[src/rtl/tuser_out_fsm_pkg.sv]
// Shared definitions for the egress tuple/stream merger.
package tuser_out_fsm_pkg;

  // Default widths of the SDNet egress stream and tuple.
  localparam int DEF_DATA_WIDTH  = 256;
  localparam int DEF_KEEP_WIDTH  = 32;
  localparam int DEF_TUSER_WIDTH = 128;
  localparam int DEF_TUPLE_DEPTH = 4;

  // Merger FSM encodings; 2'b10 and 2'b11 are illegal and recover to IDLE.
  localparam logic [1:0] ST_IDLE = 2'b00;
  localparam logic [1:0] ST_BODY = 2'b01;

endpackage

[src/rtl/tuser_out_fsm_tuple_fifo.sv]
// Small synchronous FIFO holding per-packet tuples until their first beat.
// Pointers carry one extra wrap bit so full and empty are distinguishable.
module tuple_fifo #(
  parameter int WIDTH = 128,
  parameter int DEPTH = 4
) (
  input  logic             clk,
  input  logic             rst,
  input  logic             push,
  input  logic             pop,
  input  logic [WIDTH-1:0] wdata,
  output logic [WIDTH-1:0] rdata,
  output logic             full,
  output logic             empty
);

  localparam int AW = $clog2(DEPTH);

  logic [AW:0]      wr_ptr_q, wr_ptr_d;
  logic [AW:0]      rd_ptr_q, rd_ptr_d;
  logic [WIDTH-1:0] mem_q [DEPTH];
  logic             do_push;
  logic             do_pop;

  assign empty = (wr_ptr_q == rd_ptr_q);
  assign full  = (wr_ptr_q[AW] != rd_ptr_q[AW]) &&
                 (wr_ptr_q[AW-1:0] == rd_ptr_q[AW-1:0]);

  // A pop in the same cycle frees a slot, so a push into a full FIFO still lands.
  assign do_pop  = pop & ~empty;
  assign do_push = push & (~full | do_pop);

  assign rdata = mem_q[rd_ptr_q[AW-1:0]];

  // Pointer advance on accepted push/pop.
  always_comb begin
    wr_ptr_d = wr_ptr_q;
    rd_ptr_d = rd_ptr_q;
    if (do_push) wr_ptr_d = wr_ptr_q + 1'b1;
    if (do_pop)  rd_ptr_d = rd_ptr_q + 1'b1;
  end

  // Pointer registers; reset empties the FIFO.
  always_ff @(posedge clk or posedge rst) begin
    if (rst) begin
      wr_ptr_q <= '0;
      rd_ptr_q <= '0;
    end else begin
      wr_ptr_q <= wr_ptr_d;
      rd_ptr_q <= rd_ptr_d;
    end
  end

  // Storage; contents are don't-care while empty, so no reset.
  always_ff @(posedge clk) begin
    if (do_push) mem_q[wr_ptr_q[AW-1:0]] <= wdata;
  end

endmodule

[src/rtl/tuser_out_fsm.sv]
// Egress merger: rejoins the SDNet packet stream with its per-packet tuple,
// placing the tuple on tout_btuser of each packet's first beat.
//
// Handshakes: a beat moves on a port when valid and ready are both high at a
// rising clock edge. Valid, once high, holds with stable payload until that
// edge; ready may change freely. The tuple input has no ready: a tuple
// arriving while the FIFO is full (and not popping) is dropped.
module tuser_out_fsm
  import tuser_out_fsm_pkg::*;
#(
  parameter int DATA_WIDTH  = DEF_DATA_WIDTH,
  parameter int KEEP_WIDTH  = DEF_KEEP_WIDTH,
  parameter int TUSER_WIDTH = DEF_TUSER_WIDTH,
  parameter int TUPLE_DEPTH = DEF_TUPLE_DEPTH
) (
  input  logic                   tout_aclk,
  input  logic                   tout_arst,
  input  logic                   tout_avalid,
  output logic                   tout_aready,
  input  logic [DATA_WIDTH-1:0]  tout_adata,
  input  logic [KEEP_WIDTH-1:0]  tout_akeep,
  input  logic                   tout_atlast,
  input  logic                   tout_valid,
  input  logic [TUSER_WIDTH-1:0] tout_data,
  output logic                   tout_bvalid,
  input  logic                   tout_bready,
  output logic [DATA_WIDTH-1:0]  tout_bdata,
  output logic [KEEP_WIDTH-1:0]  tout_bkeep,
  output logic                   tout_btlast,
  output logic [TUSER_WIDTH-1:0] tout_btuser,
  output logic [31:0]            pkt_cnt,
  output logic                   tuple_ovf,
  output logic [1:0]             dbg_state
);

  logic [1:0]             state_q, state_d;
  logic                   bvalid_q, bvalid_d;
  logic [DATA_WIDTH-1:0]  bdata_q, bdata_d;
  logic [KEEP_WIDTH-1:0]  bkeep_q, bkeep_d;
  logic                   btlast_q, btlast_d;
  logic [TUSER_WIDTH-1:0] btuser_q, btuser_d;
  logic [31:0]            pkt_cnt_q, pkt_cnt_d;
  logic                   ovf_q, ovf_d;

  logic                   fifo_full;
  logic                   fifo_empty;
  logic                   fifo_pop;
  logic [TUSER_WIDTH-1:0] fifo_head;
  logic                   go;
  logic                   load;

  // First beats wait for a queued tuple; body beats always may proceed.
  always_comb begin
    case (state_q)
      ST_IDLE: go = ~fifo_empty;
      ST_BODY: go = 1'b1;
      default: go = 1'b0;
    endcase
  end

  assign tout_aready = go & (~bvalid_q | tout_bready);
  assign load        = tout_avalid & tout_aready;
  assign fifo_pop    = load & (state_q == ST_IDLE);

  tuple_fifo #(
    .WIDTH (TUSER_WIDTH),
    .DEPTH (TUPLE_DEPTH)
  ) u_tuple_fifo (
    .clk   (tout_aclk),
    .rst   (tout_arst),
    .push  (tout_valid),
    .pop   (fifo_pop),
    .wdata (tout_data),
    .rdata (fifo_head),
    .full  (fifo_full),
    .empty (fifo_empty)
  );

  // Packet framing: IDLE waits for a first beat, BODY runs until tlast.
  always_comb begin
    state_d = state_q;
    case (state_q)
      ST_IDLE: if (load && !tout_atlast) state_d = ST_BODY;
      ST_BODY: if (load &&  tout_atlast) state_d = ST_IDLE;
      default: state_d = ST_IDLE;
    endcase
  end

  // Output register: capture on load, release once the downstream takes it.
  always_comb begin
    bvalid_d = bvalid_q;
    bdata_d  = bdata_q;
    bkeep_d  = bkeep_q;
    btlast_d = btlast_q;
    btuser_d = btuser_q;
    if (load) begin
      bvalid_d = 1'b1;
      bdata_d  = tout_adata;
      bkeep_d  = tout_akeep;
      btlast_d = tout_atlast;
      btuser_d = (state_q == ST_IDLE) ? fifo_head : '0;
    end else if (tout_bready) begin
      bvalid_d = 1'b0;
    end
  end

  // Packet counter and sticky tuple-drop flag.
  always_comb begin
    pkt_cnt_d = pkt_cnt_q;
    if (bvalid_q && tout_bready && btlast_q) pkt_cnt_d = pkt_cnt_q + 32'd1;
    ovf_d = ovf_q | (tout_valid & fifo_full & ~fifo_pop);
  end

  // State registers with asynchronous reset.
  always_ff @(posedge tout_aclk or posedge tout_arst) begin
    if (tout_arst) begin
      state_q   <= ST_IDLE;
      bvalid_q  <= 1'b0;
      bdata_q   <= '0;
      bkeep_q   <= '0;
      btlast_q  <= 1'b0;
      btuser_q  <= '0;
      pkt_cnt_q <= '0;
      ovf_q     <= 1'b0;
    end else begin
      state_q   <= state_d;
      bvalid_q  <= bvalid_d;
      bdata_q   <= bdata_d;
      bkeep_q   <= bkeep_d;
      btlast_q  <= btlast_d;
      btuser_q  <= btuser_d;
      pkt_cnt_q <= pkt_cnt_d;
      ovf_q     <= ovf_d;
    end
  end

  assign tout_bvalid = bvalid_q;
  assign tout_bdata  = bdata_q;
  assign tout_bkeep  = bkeep_q;
  assign tout_btlast = btlast_q;
  assign tout_btuser = btuser_q;
  assign pkt_cnt     = pkt_cnt_q;
  assign tuple_ovf   = ovf_q;
  assign dbg_state   = state_q;

endmodule

[config.mk]
export PLATFORM = sky130hd
export DESIGN_NAME = tuser_out_fsm
export DESIGN_NICKNAME = d
export VERILOG_FILES = /design/src/rtl/tuser_out_fsm_pkg.sv /design/src/rtl/tuser_out_fsm_tuple_fifo.sv /design/src/rtl/tuser_out_fsm.sv
export SDC_FILE = /design/constraint.sdc
export NUM_CORES = 1
export LEC_CHECK = 0
export ABC_AREA = 1
export BUFFER_PORTS_ARGS = -buffer_cell sky130_fd_sc_hd__buf_2
export CORE_AREA = 2 2 341 343
export CTS_BUF_LIST = sky130_fd_sc_hd__clkbuf_4 sky130_fd_sc_hd__clkbuf_8
export DETAILED_ROUTE_END_ITERATION = 12
export DIE_AREA = 0 0 343 345
export PLACE_DENSITY = 0.6
export SLEW_MARGIN = 20
export SYNTH_ARGS = -nofsm -noshare
export SYNTH_HDL_FRONTEND = slang
export SYNTH_HIERARCHICAL = 1
export SYNTH_SLANG_ARGS = --single-unit
[constraint.sdc]
create_clock -name tout_aclk -period 16.15 [get_ports tout_aclk]
set_input_delay 0.8075 -clock tout_aclk [delete_from_list [all_inputs] [get_ports tout_aclk]]
set_output_delay 0.8075 -clock tout_aclk [all_outputs]
set_load 0.005 [all_outputs]
After elaboration in Yosys (flattened, before gate mapping) --
Memories as Yosys holds them, arrays and structs flattened. Index checks and enable logic that the tools add are counted.
Storage, ports and cells: flip-flop bits (word level) 459, latch bits 0, bits in writable memories 512, bits in read-only memories 0, input bits 422, output and inout port bits 454, logic and storage cells 52, memories 1
Memory list:
- u_tuple_fifo.mem_q | depth 4, width 128, read ports 1, clocked after Yosys merged registers in 0, wr ports 1, RTL line tuser_out_fsm_tuple_fifo.sv:21 | logic [WIDTH-1:0] mem_q [DEPTH];
Operators by class: add/sub/neg operators 3, multipliers 0, div/mod/pow operators 0, $lt $le $gt $ge 0, equal/unequal tests 6, shifts and indexed selects 0, muxes and demuxes 9, bitwise logic cells 14, reductions and logical operators 9
Operators by type and width (count):
- two-way mux 128 bit | 1
- adder 32 x 1 -> 32 bit, second input constant | 1
- bitwise AND 1 bit | 7
- adder 3 x 1 -> 3 bit, second input constant | 2
- logical AND 1 bit | 5
- two-way mux 1 bit | 4
- two-way mux 2 bit | 2
- inequality test 2 bit, second input constant | 2
- inverter 1 bit | 4
- one-hot mux 2 bit (2 select lines) | 1
- equality test 3 bit | 1
- bitwise OR 1 bit | 3
- equality test 2 x 1 -> 1 bit, second input constant | 1
- equality test 2 bit | 1
- zero test 2 bit | 1
- one-hot mux 1 bit (2 select lines) | 1
- AND reduction 2 bit | 1
- nonzero test 2 bit | 1
- zero test 1 bit | 1
- inequality test 1 bit | 1

Depth between registers and ports, before layout --
Gate-level depths: netlist (run 1).
depth in word-level cells 11, gate-level depth with buffers 19, mapped depth without buffers 18

Modules after synthesis --
Netlist (run 1), hierarchy kept.
By module, submodules not included:
- tuple_fifo | times used 1, cells each 1298, area an instance 19364.8 um^2, sequential area each 15524.9 um^2
- tuser_out_fsm | times used 1, cells each 2025, area an instance 17535.6 um^2, sequential area each 11310.8 um^2

Worst setup path after synthesis (run 1) --
OpenSTA, ideal clock, no wires.
path kind register to register, from reg u_tuple_fifo.rd_ptr_q[0], to mem u_tuple_fifo.mem_q[0][0] (enable), setup time 617 ps, arrival time 7102 ps, required time 15533 ps, slack 8432 ps, stages on the path, launching flop included 17, path buffers 2, clock period less this slack 7718 ps, cell sequence dfrtp_1 -> buf_6 -> xnor2_4 -> nand3_2 -> inv_1 -> nand2_1 -> nand2_1 -> inv_2 -> nand2_2 -> inv_2 -> nand2_1 -> inv_2 -> buf_2 -> inv_1 -> nand4_2 -> nand2_2 -> nor2_1
On the way: word-level cells in the longest chain between the ends 11, elaborated cells on any way between the ends 14, classes of those cells eq/ne (2); mux (3); bitwise (8); reduce/logical (1)
RTL lines:
- start: declaration | RTL line tuser_out_fsm_tuple_fifo.sv:20 | logic [AW:0] rd_ptr_q, rd_ptr_d;
- start signal: assignment | RTL line tuser_out_fsm_tuple_fifo.sv:50 | rd_ptr_q <= rd_ptr_d;
- equality test 3 bit | RTL line tuser_out_fsm_tuple_fifo.sv:25 | assign empty = (wr_ptr_q == rd_ptr_q);
- net fifo_empty | RTL line tuser_out_fsm.sv:46 | logic fifo_empty;
- inverter 1 bit | RTL line tuser_out_fsm.sv:55 | ST_IDLE: go = ~fifo_empty;
- one-hot mux 1 bit (2 select lines) | RTL line tuser_out_fsm.sv:54 | case (state_q)
- bitwise AND 1 bit | RTL line tuser_out_fsm.sv:61 | assign tout_aready = go & (~bvalid_q | tout_bready);
- net tout_aready | RTL line tuser_out_fsm.sv:19 | output logic tout_aready,
- bitwise AND 1 bit | RTL line tuser_out_fsm.sv:62 | assign load = tout_avalid & tout_aready;
- bitwise AND 1 bit | RTL line tuser_out_fsm.sv:63 | assign fifo_pop = load & (state_q == ST_IDLE);
- net fifo_pop | RTL line tuser_out_fsm.sv:47 | logic fifo_pop;
- bitwise AND 1 bit | RTL line tuser_out_fsm_tuple_fifo.sv:30 | assign do_pop = pop & ~empty;
- bitwise OR 1 bit | RTL line tuser_out_fsm_tuple_fifo.sv:31 | assign do_push = push & (~full | do_pop);
- bitwise AND 1 bit | RTL line tuser_out_fsm_tuple_fifo.sv:31
- two-way mux 1 bit | RTL line tuser_out_fsm_tuple_fifo.sv:56 | if (do_push) mem_q[wr_ptr_q[AW-1:0]] <= wdata;
- two-way mux 1 bit (not written as such) | RTL line tuser_out_fsm_tuple_fifo.sv:56
- end: declaration | RTL line tuser_out_fsm_tuple_fifo.sv:21
The timed path passes the listed nets, and every way through them passes these cells.

Worst setup path in the final report (run 1) --
from reg u_tuple_fifo.rd_ptr_q[1], to mem u_tuple_fifo.mem_q[1][68] (enable)
On the way: word-level cells in the longest chain between the ends 11, elaborated cells on any way between the ends 14, classes of those cells eq/ne (2); mux (3); bitwise (8); reduce/logical (1)
RTL lines (RTL line):
- equality test 3 bit (*) | tuser_out_fsm_tuple_fifo.sv:25
- net fifo_empty | tuser_out_fsm.sv:46
- inverter 1 bit (*) | tuser_out_fsm_tuple_fifo.sv:30, tuser_out_fsm.sv:55
- one-hot mux 1 bit (2 select lines) | tuser_out_fsm.sv:54
- bitwise AND 1 bit | tuser_out_fsm.sv:61
- bitwise AND 1 bit | tuser_out_fsm.sv:62
- bitwise AND 1 bit | tuser_out_fsm.sv:63
- bitwise AND 1 bit (*) | tuser_out_fsm_tuple_fifo.sv:30
- bitwise OR 1 bit (*) | tuser_out_fsm_tuple_fifo.sv:31
- bitwise AND 1 bit (*) | tuser_out_fsm_tuple_fifo.sv:31
- two-way mux 1 bit (*) | tuser_out_fsm_tuple_fifo.sv:56
- two-way mux 1 bit (not written as such) (*) | tuser_out_fsm_tuple_fifo.sv:56
Mark *: on every way through the listed nets, which the timed path passes. The rest lies on a longest branch.

==> results of run 1 <==
[where the power goes]
group	internal [W]	switching [W]	leakage (nW)
Sequential	0.00335	0.000378	10.5
Clock	0.00127	0.00102	1.80
Combinational	0.000785	0.00166	9.11
Total	0.00541	0.00306	21.4
[cell usage in the layout, fill, tap and decap left out, types with 2 or more instances in the layout]
| cell type | synthesis | final |
|---|---|---|
| o21bai_1 | 2 | 2 |
| nand4_1 | 5 | 5 |
| inv_1 | 40 | 38 |
| nor2_1 | 300 | 296 |
| bufinv_16 | 0 | 6 |
| o21ai_0 | 156 | 156 |
| buf_12 | 0 | 2 |
| nor2_4 | 1 | 5 |
| inv_12 | 0 | 2 |
| nand3_1 | 16 | 16 |
| edfxtp_1 | 512 | 512 |
| clkinv_2 | 0 | 15 |
| clkbuf_4 | 0 | 53 |
| diode_2 | 0 | 15 |
| nand2_1 | 1373 | 1373 |
| o22ai_1 | 128 | 128 |
| dfrtp_1 | 458 | 456 |
| xor2_1 | 12 | 12 |
| inv_8 | 0 | 5 |
| xnor2_1 | 3 | 3 |
| clkinv_1 | 0 | 23 |
| buf_4 | 10 | 21 |
| clkinv_8 | 0 | 3 |
| clkbuf_8 | 0 | 185 |
| ha_1 | 6 | 6 |
| clkinvlp_4 | 0 | 5 |
| dfrtp_4 | 0 | 2 |
| nand3b_1 | 13 | 13 |
| o21ai_1 | 102 | 102 |
| nand3_2 | 2 | 2 |
| buf_2 | 96 | 874 |
| nor2_2 | 5 | 5 |
[worst max-delay path, stage by stage (launching register included)]
cell and delay, ps:
dfrtp_4 780, clkinv_2 850, nand2_1 230, nand2_1 130, nand3_2 140, inv_1 80
nand2_1 100, nand2_1 100, inv_2 120, nand2_8 390, inv_8 660, nand2_1 220
inv_4 700, inv_1 130, nand4_2 170, nand2_2 180, nor2_4 770, buf_4 760
buf_4 780
[what timing repair did]
item | 4_1_cts | 5_1_grt
endpoints found under the hold margin | 6 | 0
setup endpoints to repair | 0 | 0
hold buffers | 1 | 0
[area by class of cell]
type | instances | area, µm²
fillers | 11380 | 69130
flip-flops and latches | 970 | 26840
multi-input cells | 2132 | 8982
repair buffers | 899 | 4593
clock buffers | 238 | 2944
well taps | 1524 | 1907
clock inverters | 56 | 486.7
inverters | 44 | 191.4
diodes | 15 | 37.54
[flip-flops by register name, summed over array words and instances (netlist names)]
name                   cells
dbg_state                  1
pkt_cnt                   32
tout_bdata               256
tout_bkeep                32
tout_btlast                1
tout_btuser              128
tout_bvalid                1
tuple_ovf                  1
u_tuple_fifo/mem_q       512
u_tuple_fifo/rd_ptr_q      3
u_tuple_fifo/wr_ptr_q      3
[kinds of logic (layout without fill, tap and decap cells)]
| group | Yosys count | in the layout | share of synthesized area, % |
|---|---|---|---|
| flops | 970 | 970 | 72.72 |
| fa+ha+maj | 6 | 6 | 0.2034 |
| other cells | 1 | 16 | 0.01016 |
| buf+inv | 221 | 1237 | 3.052 |
| simple gates | 1721 | 1721 | 17.87 |
| compound gates | 388 | 388 | 5.710 |
| xor+xnor | 16 | 16 | 0.4306 |
[path summary, 6_finish.rpt]
check,startpoint,end,cells after the start
min reg2reg,tuple_ovf,tuple_ovf,1
min in group asynchronous,tout_arst,u_tuple_fifo/rd_ptr_q[0],3
max,u_tuple_fifo/rd_ptr_q[1],u_tuple_fifo/mem_q[1][68],18
min,tout_adata[128],tout_bdata[128],3
max reg2reg,u_tuple_fifo/rd_ptr_q[1],u_tuple_fifo/mem_q[1][68],18
max in group asynchronous,tout_arst,tout_bdata[192],5
[through the flow]
stage / std cells / total power (W) / setup WS [ps] / instance area (µm²) / hold slack (ps)
2_1_floorplan: 3323 / 0.005045 / 2744 / 36900 / 467.8
3_3_place_gp: 5568 / 0.006220 / 7925 / 42500 / 458.5
3_5_place_dp: 5568 / 0.006242 / 7942 / 42500 / 459.5
4_1_cts: 5863 / 0.008579 / 7892 / 45940 / 73.91
5_1_grt: 5869 / 0.008963 / 7368 / 45960 / 111.5
6_report: 5878 / 0.008472 / 8204 / 45990 / 181.5
[routing by layer]
layer	GRT usage, %	share of wire (%)
met1	25.31	40
met2	31.91	46
met3	6.605	8.7
met4	10.08	5.0
met5	0	0.31
==> flow_summary.toml, run 1 <==
[detailed_routing]
viasPerCell = 4.676
drt-initial-drc-count = 1927
avgRoutedWirePerCell_um = 21.18
ant_nets = 0
routed_wl_mm = 124.5
drc = 0
num_vias = 27480
drt_first_pass_iters = 5

[grt]
grt_overflow = 0
grt_pass1_vias = 26960
grt_pass1_wl_mm = 179.2
grt_max_degree = 231
antenna_found_initial = 45
grtUsageTotal_pct = 20.39

[yosys]
synth_area_per_cell_um2 = 11.10
ys.flop_type = "edfxtp_1"
ys_seq_area_share_pct = 72.72
yosys.area.top_type = "edfxtp_1"
synth_common_cells = "nand2_1 (1,373), edfxtp_1 (512), dfrtp_1 (458), nor2_1 (300), o21ai_0 (156)"
synth.area.top_cells = "edfxtp_1 (42%), dfrtp_1 (31%), nand2_1 (14%)"
syn_area_mm2 = 0.03690
yosysMostFrequentCell = "nand2_1"
netlist_instances = 3323
async_flop_share_pct = 47.22
synth-seq-cells = 970
syn-num-nets = 3751
synth_enable_flop_cells = 512
ys_warn_count = 6
synth_top_area_share_pct = 41.67
synth_cell_types = 33

[cells_and_area]
area_growth_pct = 24.62
fin_nets = 4637
drive_above_1_share_pct = 27.49
postLayoutCoreUtil_pct = 39.95

[placement]
numPortBuffers = 874
dp_hpwl_mm = 85.55
gp_routability_congestion = 0.9631

[sta]
fin_tns_setup_ps = 0
rsz0062_at_grt = "false"
period_share_pct = 49.20
slew_headroom_pct = 8.427
worst_pin_slew_ps = 1374
skew_ps = 49.59
drv_slew = 0
finalCriticalPeriod_ps = 7946
max_freq_mhz = 125.9
hold_viol_final = 0
setup-violations-final = 0

[critical_path]
cp.arrival_ps = 8340
critPathCaptureType = "register"
reg2reg_setup_slack_ps = 8200
path_class = "reg -> reg"
startpoint_type = "register"
cp_max_fo = 129
cp.required_ps = 16550

[clock_network]
cts_made_buffers = 162
clock_latency_ps = 820
htree_num_levels = 4
postCtsSetupRepairBufs = 0
clkTransAtPathRegs_ps = 60
cts_buffer_depth = 3
clock_sinks = 970
root_buffer = "clkbuf_8"
cts_tree = "yes"
cts_resized = 0

[floorplanning]
num_rows = 125
start_util_pct = 32.06
ios = 876
dieHeight_um = 345
dieWidth_um = 343
die_area_mm2 = 0.1183
core_region_area_mm2 = 0.1151

[outcome]
outcome = "complete, no violations"

[hold_path]
hp-class = "in -> reg"

[pwr]
leakagePower_nw = 21.38
power_density_mw_per_mm2 = 184.2
peakVddDrop_mv = 0.1325

[job]
cap_viol_max_count = 0
No activity file was read; power rests on OpenSTA's default activity.
==> inputs of run 2 (changes only) <==
Settings changed: ABC_AREA 1 to 0, CORE_AREA 2 2 341 343 to 2 2 338 340, DIE_AREA 0 0 343 345 to 0 0 340 342.
Clock period 16.15 ns to 7.79 ns, I/O delays scaled along.
==> flow_summary.toml, run 2 <==
[yosys]
async_flop_share_pct = 47.22
syn_area_mm2 = 0.03625
ys_seq_area_share_pct = 74.04
synth_top_area_share_pct = 42.42
synth_enable_flop_cells = 512
synth.area.top_cells = "edfxtp_1 (42%), dfrtp_1 (32%), nand2_1 (12%)"
ys_warn_count = 6
syn-num-nets = 3044
synth-seq-cells = 970
yosys.area.top_type = "edfxtp_1"
synth_cell_types = 40
synth_area_per_cell_um2 = 13.86
yosysMostFrequentCell = "nand2_1"
synth_common_cells = "nand2_1 (1,139), edfxtp_1 (512), dfrtp_1 (458), mux4_2 (128), o21ai_0 (128)"
netlist_instances = 2616
ys.flop_type = "edfxtp_1"

[placement]
dp_hpwl_mm = 74.71
dp_slack_ps = 3673
gp_routability_congestion = 0.8566
place_area_mm2 = 0.04215
numPortBuffers = 874

[hold_path]
hp-class = "in -> reg"
min_from = "tout_avalid"

[critical_path]
reg2reg_to = "tout_btuser[55]"
rr_worst_depth = 8
startpoint = "u_tuple_fifo/rd_ptr_q[1]"
cp.arrival_ps = 4860
reg2reg_from = "u_tuple_fifo/rd_ptr_q[1]"
reg2reg_setup_slack_ps = 3590
path_class = "reg -> reg"
timing.critical_path.to = "tout_btuser[55]"
startpoint_type = "register"
cp_max_fo = 215
critPathCaptureType = "register"
cp.required_ps = 8450

[grt]
grt_pass1_wl_mm = 167.9
grt_overflow = 0
grtUsageTotal_pct = 19.07
grt_max_degree = 216
grt_pass1_vias = 26580
antenna_found_initial = 25

[clock_network]
root_buffer = "clkbuf_8"
cts_tree = "yes"
htree_num_levels = 4
clock_sinks = 970
cts_made_buffers = 164
cts_buffer_depth = 3
clkTransAtPathRegs_ps = 60
clock_latency_ps = 850

[sta]
hold_viol_final = 0
finalCriticalPeriod_ps = 4199
slew_headroom_pct = 17.13
worst_pin_slew_ps = 1243
setup-violations-final = 0
skew_ps = 48.02
drv_slew = 0
rsz0062_at_grt = "false"
fin_tns_setup_ps = 0
max_freq_mhz = 238.2
fin_hold_ws_ps = 130.3
fin_ws_ps = 3591
period_share_pct = 53.90

[detailed_routing]
viasPerCell = 4.556
num_vias = 25660
drt-initial-drc-count = 1665
avgRoutedWirePerCell_um = 20.15
drc = 0
ant_nets = 0
routed_wl_mm = 113.5
drt_first_pass_iters = 5

[cells_and_area]
final_common_cell = "nand2_1"
postLayoutCoreUtil_pct = 44.12
final_cell_mix = "nand2_1 (1,138), buf_2 (874), edfxtp_1 (512)"
largest_register_ffs = 512
fin_nets = 4387
drive_above_1_share_pct = 32.41
area_growth_pct = 37.67
fin_area_mm2 = 0.04990

[floorplanning]
core_region_area_mm2 = 0.1131
ios = 876
num_rows = 124
start_util_pct = 32.05
dieWidth_um = 340
die_area_mm2 = 0.1163
dieHeight_um = 342

[outcome]
outcome = "complete, no violations"

[pwr]
peakVddDrop_mv = 0.2259
leakagePower_nw = 22.21
power_density_mw_per_mm2 = 348.9

[job]
cap_viol_max_count = 0
[run 2: worst max-delay path: stages, from the launching register on]
cell and delay (ps):
dfrtp_4 780, xor2_2 250, nor3_1 280, a21oi_2 130, nand2_4 140, buf_12 530, buf_4 680, buf_12 510
o21ai_0 220
[run 2: layout make-up]
cell class / count / area, µm²
multi-input cells: 1501 / 8721
clock buffers: 242 / 2962
well taps: 1512 / 1892
repair buffers: 1315 / 8876
fillers: 10250 / 63200
inverters: 7 / 35.03
diodes: 26 / 65.06
clock inverters: 60 / 509.2
flip-flops and latches: 970 / 26840
[run 2: kinds of logic after synthesis]
kind of cell / Yosys count / share of synthesized area, %
AOI/OAI and AO/OA: 135 / 1.981
xor gates and xnor gates: 39 / 1.015
and+or+nand+nor: 1189 / 12.73
muxes: 131 / 8.046
adders and majority gates: 6 / 0.2071
DFF: 970 / 74.04
buffers and inverters: 145 / 1.974
other: 1 / 0.01035
[run 2: how the worst min path moves through the flow]
stage                                    end  slack, ps  depth (start not counted)
floorplan           u_tuple_fifo/rd_ptr_q[0]        180                          1
global placement            tout_btuser[124]        360                          2
detailed placement          tout_btuser[124]        360                          2
CTS                                tuple_ovf          9                          4
global route                       tuple_ovf        100                          4
finish                             tuple_ovf        130                          4
[run 2: per-stage QoR]
step	total power [W]	cells
2_1_floorplan	0.01039	2616
3_3_place_gp	0.01254	4884
3_5_place_dp	0.01261	4884
4_1_cts	0.01766	5607
5_1_grt	0.01842	5621
6_report	0.01741	5633
[run 2: what timing repair did]
| item | in CTS | in global routing |
|---|---|---|
| resized for setup | 0 | 0 |
| hold buffers | 421 | 0 |
| setup endpoints to repair | 0 | 0 |
| hold endpoints to repair | 1023 | 0 |
| setup buffers | 0 | 0 |
[run 2: power by group]
part	internal, W	total [W]	switching [W]
clock	0.00261	0.00479	0.00218
sequential	0.00702	0.00773	0.000712
combinational	0.00205	0.00489	0.00283
total	0.0117	0.0174	0.00572
[run 2: routing by layer]
layer,part of all wire (%),global-route usage [%]
met1,38,22.50
met4,5.3,9.375
met2,48,31.26
met3,8.4,6.408
met5,0.058,0
==> inputs of run 3 (changes only) <==
Clock period 7.79 ns to 3.9 ns, I/O delays scaled along.
==> flow_summary.toml, run 3 (same netlist as run 2, synthesis figures left out) <==
[cells_and_area]
nFillCells = 10100
final_common_cell = "nand2_1"
largest_register_ffs = 512
final_cell_mix = "nand2_1 (1,138), buf_2 (874), edfxtp_1 (512)"
area_growth_pct = 40.61
fin_nets = 4493
drive_above_1_share_pct = 32.94
postLayoutCoreUtil_pct = 45.06
stdcell_count = 5712

[grt]
grtUsageTotal_pct = 19.54
grt_pass1_wl_mm = 171.7
antenna_found_initial = 8
grt_pass1_vias = 27340
grt_max_degree = 203
grt_overflow = 0

[pwr]
peakVddDrop_mv = 0.4794
p_int_w = 0.02376
power_w = 0.03541
comb_power_share_pct = 29.7
p_switching_w = 0.01165
leakagePower_nw = 22.74
power_density_mw_per_mm2 = 694.8
sw_frac_of_total_pct = 32.89
p_clk_share_pct = 26.7
power_frac_seq_pct = 43.6

[sta]
setup-violations-final = 0
slew_headroom_pct = 20.25
hold_viol_final = 0
finalCriticalPeriod_ps = 3295
fin_tns_setup_ps = 0
rsz0062_at_grt = "false"
skew_ps = 43.94
period_share_pct = 84.49
worst_pin_slew_ps = 1196
fin_hold_ws_ps = 93.29
drv_slew = 0
max_freq_mhz = 303.5

[critical_path]
startpoint_type = "register"
cp.arrival_ps = 3800
startpoint = "u_tuple_fifo/wr_ptr_q[0]"
critPathCaptureType = "register"
path_class = "reg -> reg"
reg2reg_from = "u_tuple_fifo/wr_ptr_q[0]"
cp.required_ps = 4410
cp_max_fo = 37

[detailed_routing]
drc = 0
drt-initial-drc-count = 1728
drt_first_pass_iters = 5
ant_nets = 0
avgRoutedWirePerCell_um = 20.36
routed_wl_mm = 116.3
viasPerCell = 4.616
num_vias = 26370

[floorplanning]
die_area_mm2 = 0.1163
core_region_area_mm2 = 0.1131
start_util_pct = 32.05
ios = 876
dieHeight_um = 342
num_rows = 124
dieWidth_um = 340

[clock_network]
htree_num_levels = 4
cts_tree = "yes"
cts_resized = 0
cts_made_buffers = 160
root_buffer = "clkbuf_8"
clock_latency_ps = 830
cts_buffer_depth = 3
clock_sinks = 970
clkTransAtPathRegs_ps = 60
postCtsSetupRepairBufs = 0

[outcome]
outcome = "complete, no violations"

[placement]
dp_hpwl_mm = 77.46
placed_cells = 4934
gp_routability_congestion = 0.8798
numPortBuffers = 874

[job]
cap_viol_max_count = 0

[hold_path]
hp-class = "in -> reg"
min_from = "tout_adata[159]"
-- run 3: repair_timing --
action | CTS | global route
setup endpoints to repair | 0 | 0
hold buffers | 480 | 0
hold endpoints to repair | 902 | 0
-- run 3: final timing paths --
check                                       endpoint  slack (ps)  cells past startpoint
min in group asynchronous   u_tuple_fifo/rd_ptr_q[0]         510                      4
min reg2reg                          tout_bdata[110]         470                      2
max in group asynchronous            tout_bdata[154]        2060                      6
max                        u_tuple_fifo/mem_q[0][80]         600                      8
max reg2reg                u_tuple_fifo/mem_q[0][80]         600                      8
min                                  tout_bdata[159]          90                      4
-- run 3: cell type report --
cell class | count | area [µm²] | area share (%)
Clock inverter | 39 | 384.1 | 0.7537
Timing Repair Buffer | 1425 | 9970 | 19.56
Clock buffer | 248 | 3050 | 5.985
Antenna cell | 10 | 25.02 | 0.04910
Sequential cell | 970 | 26840 | 52.67
Inverter | 7 | 36.28 | 0.07119
Tap cell | 1512 | 1892 | 3.712
Multi-Input combinational cell | 1501 | 8765 | 17.20
-- run 3: layer usage --
layer	vias up	share of wire, %	GRT usage (%)
li1	11900	-	-
met1	13110	40	24.38
met2	1096	48	31.53
met3	259	6.9	4.766
met4	2	5.5	10.35
met5	-	0.0060	0
-- run 3: worst max-delay path: stages (launching register included) --
cell     delay (ps)
dfrtp_1         510
xor2_4          310
nor3_2           80
a21oi_2         290
nand2_8         250
nor2_4          260
or4_4           190
and3_4          660
buf_4           360
-- run 3: through the flow --
stage | cell area, µm² | setup WS, ps
finish | 50970 | 604.8
global route | 50960 | 410.2
CTS | 50910 | 574.4
detailed placement | 42670 | 619.4
global placement | 42670 | 666.7
floorplan | 36320 | -2408
-- run 3: power by group through the flow --
stage          Combinational, W  Sequential (W)  Clock, W
2_1_floorplan           0.00521          0.0155         0
4_1_cts                  0.0106          0.0154   0.00973
3_5_place_dp             0.0101          0.0155         0
6_report                 0.0105          0.0154   0.00947
3_3_place_gp            0.00997          0.0155         0
5_1_grt                  0.0114          0.0157    0.0102
